**config.mk**
```make
export PLATFORM = sky130hd
export DESIGN_NAME = lb_uart_tx
export DESIGN_NICKNAME = d
export VERILOG_FILES = /design/src/rtl/lb_uart_pkg.sv /design/src/rtl/lb_baud_tick.sv /design/src/rtl/lb_uart_tx.sv
export SDC_FILE = /design/constraint.sdc
export NUM_CORES = 1
export LEC_CHECK = 0
export ABC_AREA = 1
export CAP_MARGIN = 20
export CORE_UTILIZATION = 57
export DETAILED_ROUTE_END_ITERATION = 12
export GPL_TIMING_DRIVEN = 0
export PLACE_DENSITY = 0.77
export SLEW_MARGIN = 20
export SYNTH_ARGS = -nofsm -noshare
export SYNTH_HDL_FRONTEND = slang
export SYNTH_HIERARCHICAL = 1
export SYNTH_SLANG_ARGS = --single-unit
```
**constraint.sdc**
```tcl
create_clock -name clk -period 2 [get_ports clk]
set_input_delay 0.6 -clock clk [delete_from_list [all_inputs] [get_ports clk]]
set_output_delay 0.6 -clock clk [all_outputs]
set_load 0.02 [all_outputs]
```
**src/rtl/lb_uart_pkg.sv**
```systemverilog
// Shared UART framing definitions used by both the transmit and receive datapaths.
package lb_uart_pkg;

    localparam int unsigned DATA_BITS  = 8;
    localparam int unsigned FRAME_BITS = 11;
    localparam int unsigned BIT_CW     = $clog2(FRAME_BITS);

    typedef enum logic {
        IDLE,
        SEND
    } uart_state_e;

    function automatic logic frame_parity(input logic [DATA_BITS-1:0] d, input logic odd);
        return (^d) ^ odd;
    endfunction

    // Bit 0 leaves the shift register first: start, data LSB first, parity, stop.
    function automatic logic [FRAME_BITS-1:0] build_frame(input logic [DATA_BITS-1:0] d,
                                                          input logic odd);
        return {1'b1, frame_parity(d, odd), d, 1'b0};
    endfunction

endpackage

```
**src/rtl/lb_baud_tick.sv**
```systemverilog
// Baud-rate divider: counts 0..DIV-1 while enabled and flags the terminal-count cycle.
module lb_baud_tick #(
    parameter int unsigned DIV = 434
) (
    input  logic clk_i,
    input  logic rst_ni,
    input  logic clr_i,
    input  logic en_i,
    output logic tick_o,
    output logic tick_next_o
);
    localparam int unsigned CW = $clog2(DIV);
    localparam logic [CW-1:0] TC = CW'(DIV - 1);

    logic [CW-1:0] cnt_q, cnt_d;
    logic          tick_q;

    always_comb begin
        cnt_d = cnt_q;
        if (clr_i) begin
            cnt_d = '0;
        end else if (en_i) begin
            if (cnt_q == TC) begin
                cnt_d = '0;
            end else begin
                cnt_d = cnt_q + CW'(1);
            end
        end
    end

    // tick is registered from the next count, so it is high exactly while cnt_q == TC.
    assign tick_next_o = (cnt_d == TC);

    always_ff @(posedge clk_i or negedge rst_ni) begin
        if (!rst_ni) begin
            cnt_q  <= '0;
            tick_q <= 1'b0;
        end else begin
            cnt_q  <= cnt_d;
            tick_q <= tick_next_o;
        end
    end

    assign tick_o = tick_q;

endmodule

```
**src/rtl/lb_uart_tx.sv**
```systemverilog
// UART transmitter: frames a local-bus byte as start/data/parity/stop and shifts
// it out on tx_out at BAUD_DIV clocks per bit, one frame in flight.
module lb_uart_tx
    import lb_uart_pkg::*;
#(
    parameter int unsigned BAUD_DIV   = 434,
    parameter bit          PARITY_ODD = 1'b0
) (
    input  logic                 clk,
    input  logic                 reset,
    input  logic [DATA_BITS-1:0] data_in,
    input  logic                 load,
    output logic                 ready,
    output logic                 tx_out,
    output logic                 done
);
    uart_state_e           state_q, state_d;
    logic [FRAME_BITS-1:0] shift_q, shift_d;
    logic [BIT_CW-1:0]     bit_q, bit_d;
    logic                  ready_q, ready_d;
    logic                  done_q, done_d;
    logic                  baud_clr, baud_en;
    logic                  tick, tick_next;

    lb_baud_tick #(
        .DIV(BAUD_DIV)
    ) u_baud (
        .clk_i      (clk),
        .rst_ni     (reset),
        .clr_i      (baud_clr),
        .en_i       (baud_en),
        .tick_o     (tick),
        .tick_next_o(tick_next)
    );

    always_comb begin
        state_d  = state_q;
        shift_d  = shift_q;
        bit_d    = bit_q;
        baud_clr = 1'b0;
        baud_en  = 1'b0;
        done_d   = 1'b0;
        case (state_q)
            IDLE: begin
                if (load) begin
                    shift_d  = build_frame(data_in, PARITY_ODD);
                    bit_d    = '0;
                    baud_clr = 1'b1;
                    state_d  = SEND;
                end
            end
            SEND: begin
                baud_en = 1'b1;
                // done is registered, so it is raised one cycle ahead of the last tick.
                done_d  = tick_next && (bit_q == BIT_CW'(FRAME_BITS - 1));
                if (tick) begin
                    shift_d = {1'b1, shift_q[FRAME_BITS-1:1]};
                    if (bit_q == BIT_CW'(FRAME_BITS - 1)) begin
                        bit_d   = '0;
                        state_d = IDLE;
                    end else begin
                        bit_d = bit_q + BIT_CW'(1);
                    end
                end
            end
            default: state_d = IDLE;
        endcase
        ready_d = (state_d == IDLE);
    end

    always_ff @(posedge clk or negedge reset) begin
        if (!reset) begin
            state_q <= IDLE;
            shift_q <= '1;
            bit_q   <= '0;
            ready_q <= 1'b1;
            done_q  <= 1'b0;
        end else begin
            state_q <= state_d;
            shift_q <= shift_d;
            bit_q   <= bit_d;
            ready_q <= ready_d;
            done_q  <= done_d;
        end
    end

    // The shift register refills with ones, so its LSB is also the idle-high line.
    assign tx_out = shift_q[0];
    assign ready  = ready_q;
    assign done   = done_q;

endmodule
```
==> flow_summary.yaml <==
status:
  outcome: "complete, no violations"
detailed_routing:
  drc: 0
  num_vias: 1315
  ant_nets: 0
  wire_per_inst_um: 11.47
  drt-vias-per-instance: 5.117
  firstDrtPassIters: 4
  drt_wl_total_um: 2947
  drt-initial-drc-count: 19
cts:
  cts_hold_buf: 0
  clock_latency_ns: 0.31
  htree_levels: 1
  root_buffer: "clkbuf_4"
  cts_made_buffers: 3
  post_cts_buffers: 0
  clk_pin_slew_ns: 0.14
  cts_buffer_depth: 2
  tritoncts: "yes"
  clkSinkCount: 27
cells_and_area:
  final_cells: 257
  multi_input_area_um2: 749.5
  regArea_um2: 689.4
  antennaDiodeCount: 0
  final_area_um2: 1799
  fin_nets: 243
  area_growth_pct: 11.82
  drive_above_1_share: 0.1850
  fill_cells: 204
critical_path:
  r2r_end: "done"
  crit_slowest_cell: "clkdlybuf4s50_1"
  required_ns: 1.40
  cpLargestDelayFamily: "buffers and inverters"
  reg2reg_depth: 11
  slowest_delay_ns: 0.59
  start_kind: "register"
  reg2reg_slack_ns: 0.27
  crit_fanout: 1
  path_cells: "clkdlybuf4s50_1"
  crit_arrival_ns: 1.25
  worst-path-buf-inv: 1
  r2r-start: "state_q"
  cp-end-kind: "output port"
  worstSetupPathType: "reg -> out"
place:
  io_buffer_count: 13
  placed_cell_area_um2: 1772
  dp.cells: 253
  place_congestion: 0.7234
  dp_hpwl_um: 2293
timing:
  slew_headroom: 0.6106
  worst-slew-pin-transition_ns: 0.5841
  rsz0062_at_grt: "false"
  hold_viol: 0
  slew_violations: 0
  fin_crit_sh: 0.9271
  fmax_mhz: 539.3
  period_needed_ns: 1.854
  skew_ns: 0.001400
  final-setup-viol-count: 0
grt:
  grt_pass1_wl_um: 5009
  grt_max_degree: 28
  antenna_found_initial: 0
  track_usage: 0.2346
  gr-total-overflow: 0
  first_global_vias: 1220
logic_synthesis:
  yosysWarningCount: 6
  synth_simple_gate_area_frac: 0.3180
  synth_fa_ha_area_frac: 0.03110
  synth_area_um2: 1609
  synth_top_family_by_area: "simple AND/OR/NAND/NOR gates"
  synth_seq_cells: 27
  synth_seq_area_share: 0.4285
  syn_nets: 225
  ys_types: 28
  synth.avg_cell_area_um2: 7.662
  synth_compound_area_frac: 0.08398
  synth_xor_area_frac: 0.03266
  synthMuxAreaShare: 0
  synthCells: 210
die:
  placementRows: 18
  ios: 14
  dieWidth_um: 55.13
  die_y_um: 55.13
  die_area_um2: 3039
  initial_core_util: 0.6267
  fp.coreArea_um2: 2567
power_and_ir_drop:
  ir_drop_uv: 666.0
  powerDensity_nw_per_um2: 862.2
  p_leak_nw: 0.9348
worst_hold_path:
  hold_path.class: "in -> async"
run:
  cap_viol_max_count: 0
-- cells by family after synthesis --
logic type	count (synthesis)
and+or+nand+nor	116
AOI/OAI and AO/OA	18
xor gates and xnor gates	6
DFF	27
adders and majority gates	4
buffers and inverters	39
-- synthesized netlist by cell type (all sizes together) --
cell,instances,area (µm²)
a31oi,7,56.30
buf,3,30.03
dfrtp,16,400.4
dfstp,11,289.0
ha,4,50.05
inv,36,140.1
nand2,69,274.0
nand3,11,55.05
nand4,3,18.77
nor2,31,152.7
nor3,1,5.000
o211ai,1,12.51
o21ai,7,42.54
o21bai,1,11.26
o22ai,2,12.51
or2,1,6.260
xnor2,4,35.03
xor2,2,17.52
-- flip-flops by register name (all words and copies together), names as in the netlist --
| signal | flops |
|---|---|
| state_q | 1 |
| bit_q | 4 |
| ready | 1 |
| shift_q | 10 |
| done | 1 |
| u_baud/tick_o | 1 |
| u_baud/cnt_q | 9 |
-- cells in the final DEF (no fill, tap or decap), types with 4 or more instances in the layout --
master / count
ha_1: 4
dfstp_2: 11
nor2_1: 24
nor2_2: 5
o21ai_0: 5
inv_1: 30
xnor2_1: 4
nand2_1: 65
dfrtp_1: 16
a31oi_1: 5
nand3_1: 11
clkdlybuf4s50_1: 10
-- worst max path at each step --
stage / start / end / slack [ns] / cells after the start
finish: done / done / 0.15 / 1
global route: load / done / 0.05 / 11
CTS: done / done / 0.13 / 1
detailed placement: load / done / -0.20 / 11
global placement: load / done / -0.17 / 11
floorplan: state_q / done / 0.54 / 11
-- area by class of cell --
class,count,area share
plain buffers,3,0.01669
clock buffers,3,0.01252
clock inverters,1,0.002782
inverters,36,0.07928
multi-input cells,144,0.4165
flip-flops and latches,27,0.3832
well taps,30,0.02086
repair buffers,13,0.06815
-- layer usage --
layer	up-vias	GRT usage	wire length (µm)
met5	-	0	0
met2	15	0.4357	1526
met4	0	0.07083	10
met1	613	0.2822	1358
met3	2	0.02459	52
li1	685	-	-
-- per-stage QoR --
stage	hold slack [ns]	total power, mW	setup TNS (ns)	setup slack [ns]	util
6_report	0.2657	1.551	0	0.1458	0.7008
5_1_grt	0.3004	1.690	0	0.05122	0.7008
4_1_cts	0.2750	1.563	0	0.1341	0.6998
3_5_place_dp	0.4828	1.332	-0.2460	-0.2049	0.6901
3_3_place_gp	0.4764	1.302	-0.2318	-0.1651	0.6920
2_1_floorplan	0.3044	1.189	0	0.5361	-
-- timing repair --
item / 4_1_cts / 5_1_grt
resized for setup: 2 / 1
gates cloned: 0 / 0
endpoints found under the setup margin: 2 / 1
-- power by group --
group          switching (mW)  leakage (nW)  internal, mW
clock network           0.157        0.0177        0.0748
logic                   0.340         0.605         0.213
registers              0.0868         0.313         0.679
Note: power is estimated with default switching activity, not from simulation.
==> RTL change 1: new RTL, same flow settings <==
Reset style: synchronous (`reset` and `rst_ni`), changed in 2 clocked blocks.
--- a/src/rtl/lb_baud_tick.sv
+++ b/src/rtl/lb_baud_tick.sv
@@ -31,7 +31,7 @@
     // tick is registered from the next count, so it is high exactly while cnt_q == TC.
     assign tick_next_o = (cnt_d == TC);
 
-    always_ff @(posedge clk_i or negedge rst_ni) begin
+    always_ff @(posedge clk_i) begin
         if (!rst_ni) begin
             cnt_q  <= '0;
             tick_q <= 1'b0;
--- a/src/rtl/lb_uart_tx.sv
+++ b/src/rtl/lb_uart_tx.sv
@@ -68,7 +68,7 @@
         ready_d = (state_d == IDLE);
     end
 
-    always_ff @(posedge clk or negedge reset) begin
+    always_ff @(posedge clk) begin
         if (!reset) begin
             state_q <= IDLE;
             shift_q <= '1;
Function: differs if reset is asserted again (counterexample within 4 cycles, from zero or initial values and one cycle with reset low); with reset held inactive, the same outputs for 10 cycles.
==> RTL change 1 against the unedited design <==
  * Largest cell class unchanged
  * Setup slack lost 0.050 ns
  * Count of clock-buffer cells in the layout did not move
  * Highest routed layer unchanged
  * Sequential share of layout area fell by 8.4 points
  * Sequential cell count did not move
  * Critical path depth is the same
  * Wire length grew 0.85%
  * Final area increased by 0.28%
  * Area after synthesis stayed put
  * Global-route usage down 2.3 points
  * Core utilization up 0.19 points
  * Fmax decreased by 2.6%
  * Worst hold slack better by 0.22 ns
Power is not compared: it rests on default switching activity, and its combinational part moved more than twofold at a synthesized area within 25%.
==> RTL change 1: results (changes against the unedited design) <==
| Metric | Value |
|---|---|
| Fmax | `525 MHz (-2.6%)` |
| Run status | `finished, final reports clean` |
| Drt wl/cell | `10.4 µm (-9.1%)` |
| CTS Buf Count | `3 (unchanged)` |
| Clock skew | `0.0114 ns (+0.0100 ns)` |
| GRT Util Overall | `21.2% (-2.3 points)` |
| Critical register-to-register path startpoint | `u_baud/cnt_q[0]` |
| Worst path max stage delay | `0.61 ns (+0.02 ns)` |
| Asr flop ratio synth | `0% (-100 points)` |
| Placed cells | `281 (+11%)` |
| CP max FO | `2 (+1)` |
| Syn Nets | `253 (+12%)` |
| Post-Layout Cell Count | `285 (+11%)` |
| Vias per Instance | `5.06 (-1.0%)` |
| Initial drt markers | `31 (+12)` |
| Nets | `271 (+12%)` |
| Synth top cells by count | `78 x nand2_1, 31 x inv_1, 27 x dfxtp_1` |
| Vias in the first global route | `1173 (-3.9%)` |
| Prevailing post-synth register cell | `dfxtp_1` |
| HPWL after DPL | `2.34 mm (+2.0%)` |
| Area after DPL | `1780 µm² (+0.28%)` |
| Syn Area/Cell | `6.76 µm² (-12%)` |
| Ratio of cells with drive above 1 in the final layout | `11.4% (-7.1 points)` |
| Seq/Total Area, Yosys | `33.6% (-9.3 points)` |
| Largest net degree at the start of global routing | `16 (-43%)` |
| Slew headroom | `73.6% (+13 points)` |
| HP Class | `flip-flop to flip-flop` |
| Netlist cell types | `30 (+7.1%)` |
| Dpl ws | `0.0590 ns (+0.264 ns)` |
| CP Launch Point | `shift_q[0]` |
| Max-slew violations | `0 (unchanged)` |
| Resized Gates After CTS | `0 (-2)` |
| Top cells by area, synth | `dfxtp_1 34%, nand2_1 18%, inv_1 7.2%` |
[RTL change 1: cell types whose count changed in the layout (fill, tap and decap cells not counted), sizes merged, moves of 7 or more]
cell / change
dfrtp: -16
dfxtp: +27
dfstp: -11
a21oi: +8
a31oi: -7
nand2: +13
[RTL change 1: cell type report]
| type | instances | area [µm²] |
|---|---|---|
| sequential | 27 | 541 |
| tap | 30 | 37.5 |
| clock buffer | 3 | 22.5 |
| timing repair buffer | 13 | 130 |
| fill | 229 | 763 |
| buffer | 7 | 61.3 |
| multi-input combinational | 170 | 880 |
| clock inverter | 1 | 5.00 |
| inverter | 34 | 128 |
[RTL change 1: routing by layer]
layer	global-route usage, %	vias up	wire length (µm)
met5	0	-	0
met4	7.08	0	20
met3	3.28	2	100
met2	34.5	21	1280
met1	28.4	637	1570
li1	-	783	-
[RTL change 1: kinds of logic (layout without fill, tap and decap cells)]
group / Yosys count / count (layout) / synth area share, %
xor+xnor: 2 / 2 / 1.09
fa+ha+maj: 4 / 4 / 3.11
flops: 27 / 27 / 33.6
buf+inv: 41 / 58 / 11.7
simple gates: 133 / 133 / 38.3
compound gates: 31 / 31 / 12.1
[RTL change 1: power by group through the flow]
stage	clock [W]	sequential [W]	combinational, W
6_report	0.000234	0.000572	0.000182
5_1_grt	0.000267	0.000575	0.000201
4_1_cts	0.000245	0.000572	0.000182
3_5_place_dp	0	0.000584	0.000181
3_3_place_gp	0	0.000583	0.000176
2_1_floorplan	0	0.000585	0.000122
[RTL change 1: worst paths after layout]
| path | endpoint | slack (ns) | depth (start not counted) |
|---|---|---|---|
| setup / recovery | tx_out | 0.1 | 1 |
| setup reg to reg | done | 0.26 | 11 |
| hold / removal | shift_q[7] | 0.48 | 2 |
| hold reg to reg | shift_q[7] | 0.48 | 2 |
==> RTL change 2: new RTL, same flow settings <==
Without the edit above. The parameter `PARITY_ODD` goes from 1'b0 to 1'b1.
--- a/src/rtl/lb_uart_tx.sv
+++ b/src/rtl/lb_uart_tx.sv
@@ -4,7 +4,7 @@
     import lb_uart_pkg::*;
 #(
     parameter int unsigned BAUD_DIV   = 434,
-    parameter bit          PARITY_ODD = 1'b0
+    parameter bit          PARITY_ODD = 1'b1
 ) (
     input  logic                 clk,
     input  logic                 reset,
Check against the original RTL: no difference found for any inputs over 10 cycles, from zero or initial values and one cycle with reset low; that may be too few to reach the edited logic, so the function may still have changed.
==> RTL change 2 against the unedited design <==
  * Setup slack worse by 0.045 ns
  * Worst hold slack worse by 0.021 ns
  * Fmax is 2.4% lower
  * Final area is 1.6% higher
  * Critical path type unchanged
  * Area after synthesis is 1.7% higher
  * Wire length is 1.1% higher
  * Sequential cell count stayed put
  * Power is 0.12% higher
  * Highest routed layer unchanged
  * Die area is 1.7% higher
==> RTL change 2: results (changes against the unedited design) <==
| Metric | Value |
|---|---|
| WHS | `0.245 ns (-0.0211 ns)` |
| Max reg flops | `10 (unchanged)` |
| HP Class | `primary input to asynchronous set/reset pin` |
| Vias per Instance | `5.00 (-2.3%)` |
| Synth top cells by count | `69 x nand2_1, 34 x inv_1, 28 x nor2_1` |
| Ratio of cells with drive above 1 in the final layout | `17.7% (-0.78 points)` |
| WP data arrival | `1.30 ns (+0.05 ns)` |
| Biggest regs | `shift_q x10, u_baud/cnt_q x9, bit_q x4` |
| Worst path max stage delay | `0.61 ns (+0.02 ns)` |
| # port buffers | `13 (unchanged)` |
| H-Tree Level Count | `1 (unchanged)` |
| Syn Nets | `235 (+4.4%)` |
| Run status | `finished, final reports clean` |
| Seq/Total Area, Yosys | `42.1% (-0.72 points)` |
| Post-Layout Cell Count | `268 (+4.3%)` |
| Leakage | `0.970 nW (+3.7%)` |
| VDD IR-drop max | `0.595 mV (-11%)` |
| CP max FO | `1 (unchanged)` |
| First-pass GRT wire length | `5.36 mm (+7.0%)` |
| Placed cells | `264 (+4.3%)` |
| Vias in the first global route | `1293 (+6.0%)` |
| Reg-to-reg critical path endpoint | `done` |
| Worst-path clk slew | `0.16 ns (+0.02 ns)` |
| Nets | `253 (+4.1%)` |
| Resized Gates After CTS | `2 (unchanged)` |
| Register-to-Register Path Depth | `11 (unchanged)` |
| Syn Area/Cell | `7.44 µm² (-2.9%)` |
| Top cells by area, synth | `dfrtp_1 24%, dfstp_2 18%, nand2_1 16%` |
| Initial drt markers | `65 (+46)` |
| Gp weighted congestion | `0.914 (+26%)` |
| Worst reg2reg setup slack | `0.23 ns (-0.04 ns)` |
| HPWL after DPL | `2.24 mm (-2.5%)` |
| Slew @ Worst Pin | `0.588 ns (+0.00374 ns)` |
| Post-Route WL | `2.98 mm (+1.1%)` |
| GRT Util Overall | `21.5% (-2.0 points)` |
| Slowest cell on crit path | `clkdlybuf4s50_1` |
| Clock root buffer master | `clkbuf_4` |
| Synth warnings | `6 (unchanged)` |
| Prevailing post-synth register cell | `dfrtp_1` |
| Clock skew | `0.0150 ns (+0.0136 ns)` |
-- RTL change 2: cell types whose count changed after synthesis, sizes merged --
| cell | delta |
|---|---|
| xnor2 | -2 |
| nand2 | +4 |
| nor2 | +4 |
| inv | +4 |
-- RTL change 2: layout make-up --
cell class	count	area (µm²)
buffer	3	30.0
clock buffer	3	22.5
clock inverter	1	7.51
fill	238	906
inverter	40	155
multi-input combinational	150	762
sequential	27	689
tap	31	38.8
timing repair buffer	13	123
-- RTL change 2: metal layers --
layer,part of all wire (%),track usage (%)
met1,46,25.5
met2,52,40.4
met3,2.0,2.79
met4,0.64,6.07
met5,0,0
-- RTL change 2: per-stage QoR --
stage / TNS, ns / total power [W] / setup slack, ns
after floorplan: 0 / 0.00119 / 0.536
after global placement: -0.366 / 0.00130 / -0.131
after detailed placement: -0.165 / 0.00132 / -0.163
after CTS: 0 / 0.00156 / 0.0930
after global routing: 0 / 0.00170 / 0.0402
final: 0 / 0.00155 / 0.100
-- RTL change 2: cell families after synthesis --
logic type	Yosys count	synth area share, %
xor+xnor	4	2.14
flops	27	42.1
simple gates	124	33.1
compound gates	18	8.26
buf+inv	43	11.3
fa+ha+maj	4	3.06
-- RTL change 2: worst max path at each step --
| stage | startpoint | to | cells past startpoint |
|---|---|---|---|
| 4_1_cts | done | done | 1 |
| 6_report | done | done | 1 |
| 3_3_place_gp | load | done | 11 |
| 5_1_grt | state_q | done | 11 |
| 3_5_place_dp | load | done | 11 |
| 2_1_floorplan | state_q | done | 11 |
-- RTL change 2: power breakdown --
group          internal (W)  total (W)  switching (W)
Clock             0.0000763   0.000240       0.000163
Combinational      0.000212   0.000545       0.000333
Sequential         0.000679   0.000768      0.0000895
Total              0.000967    0.00155       0.000586
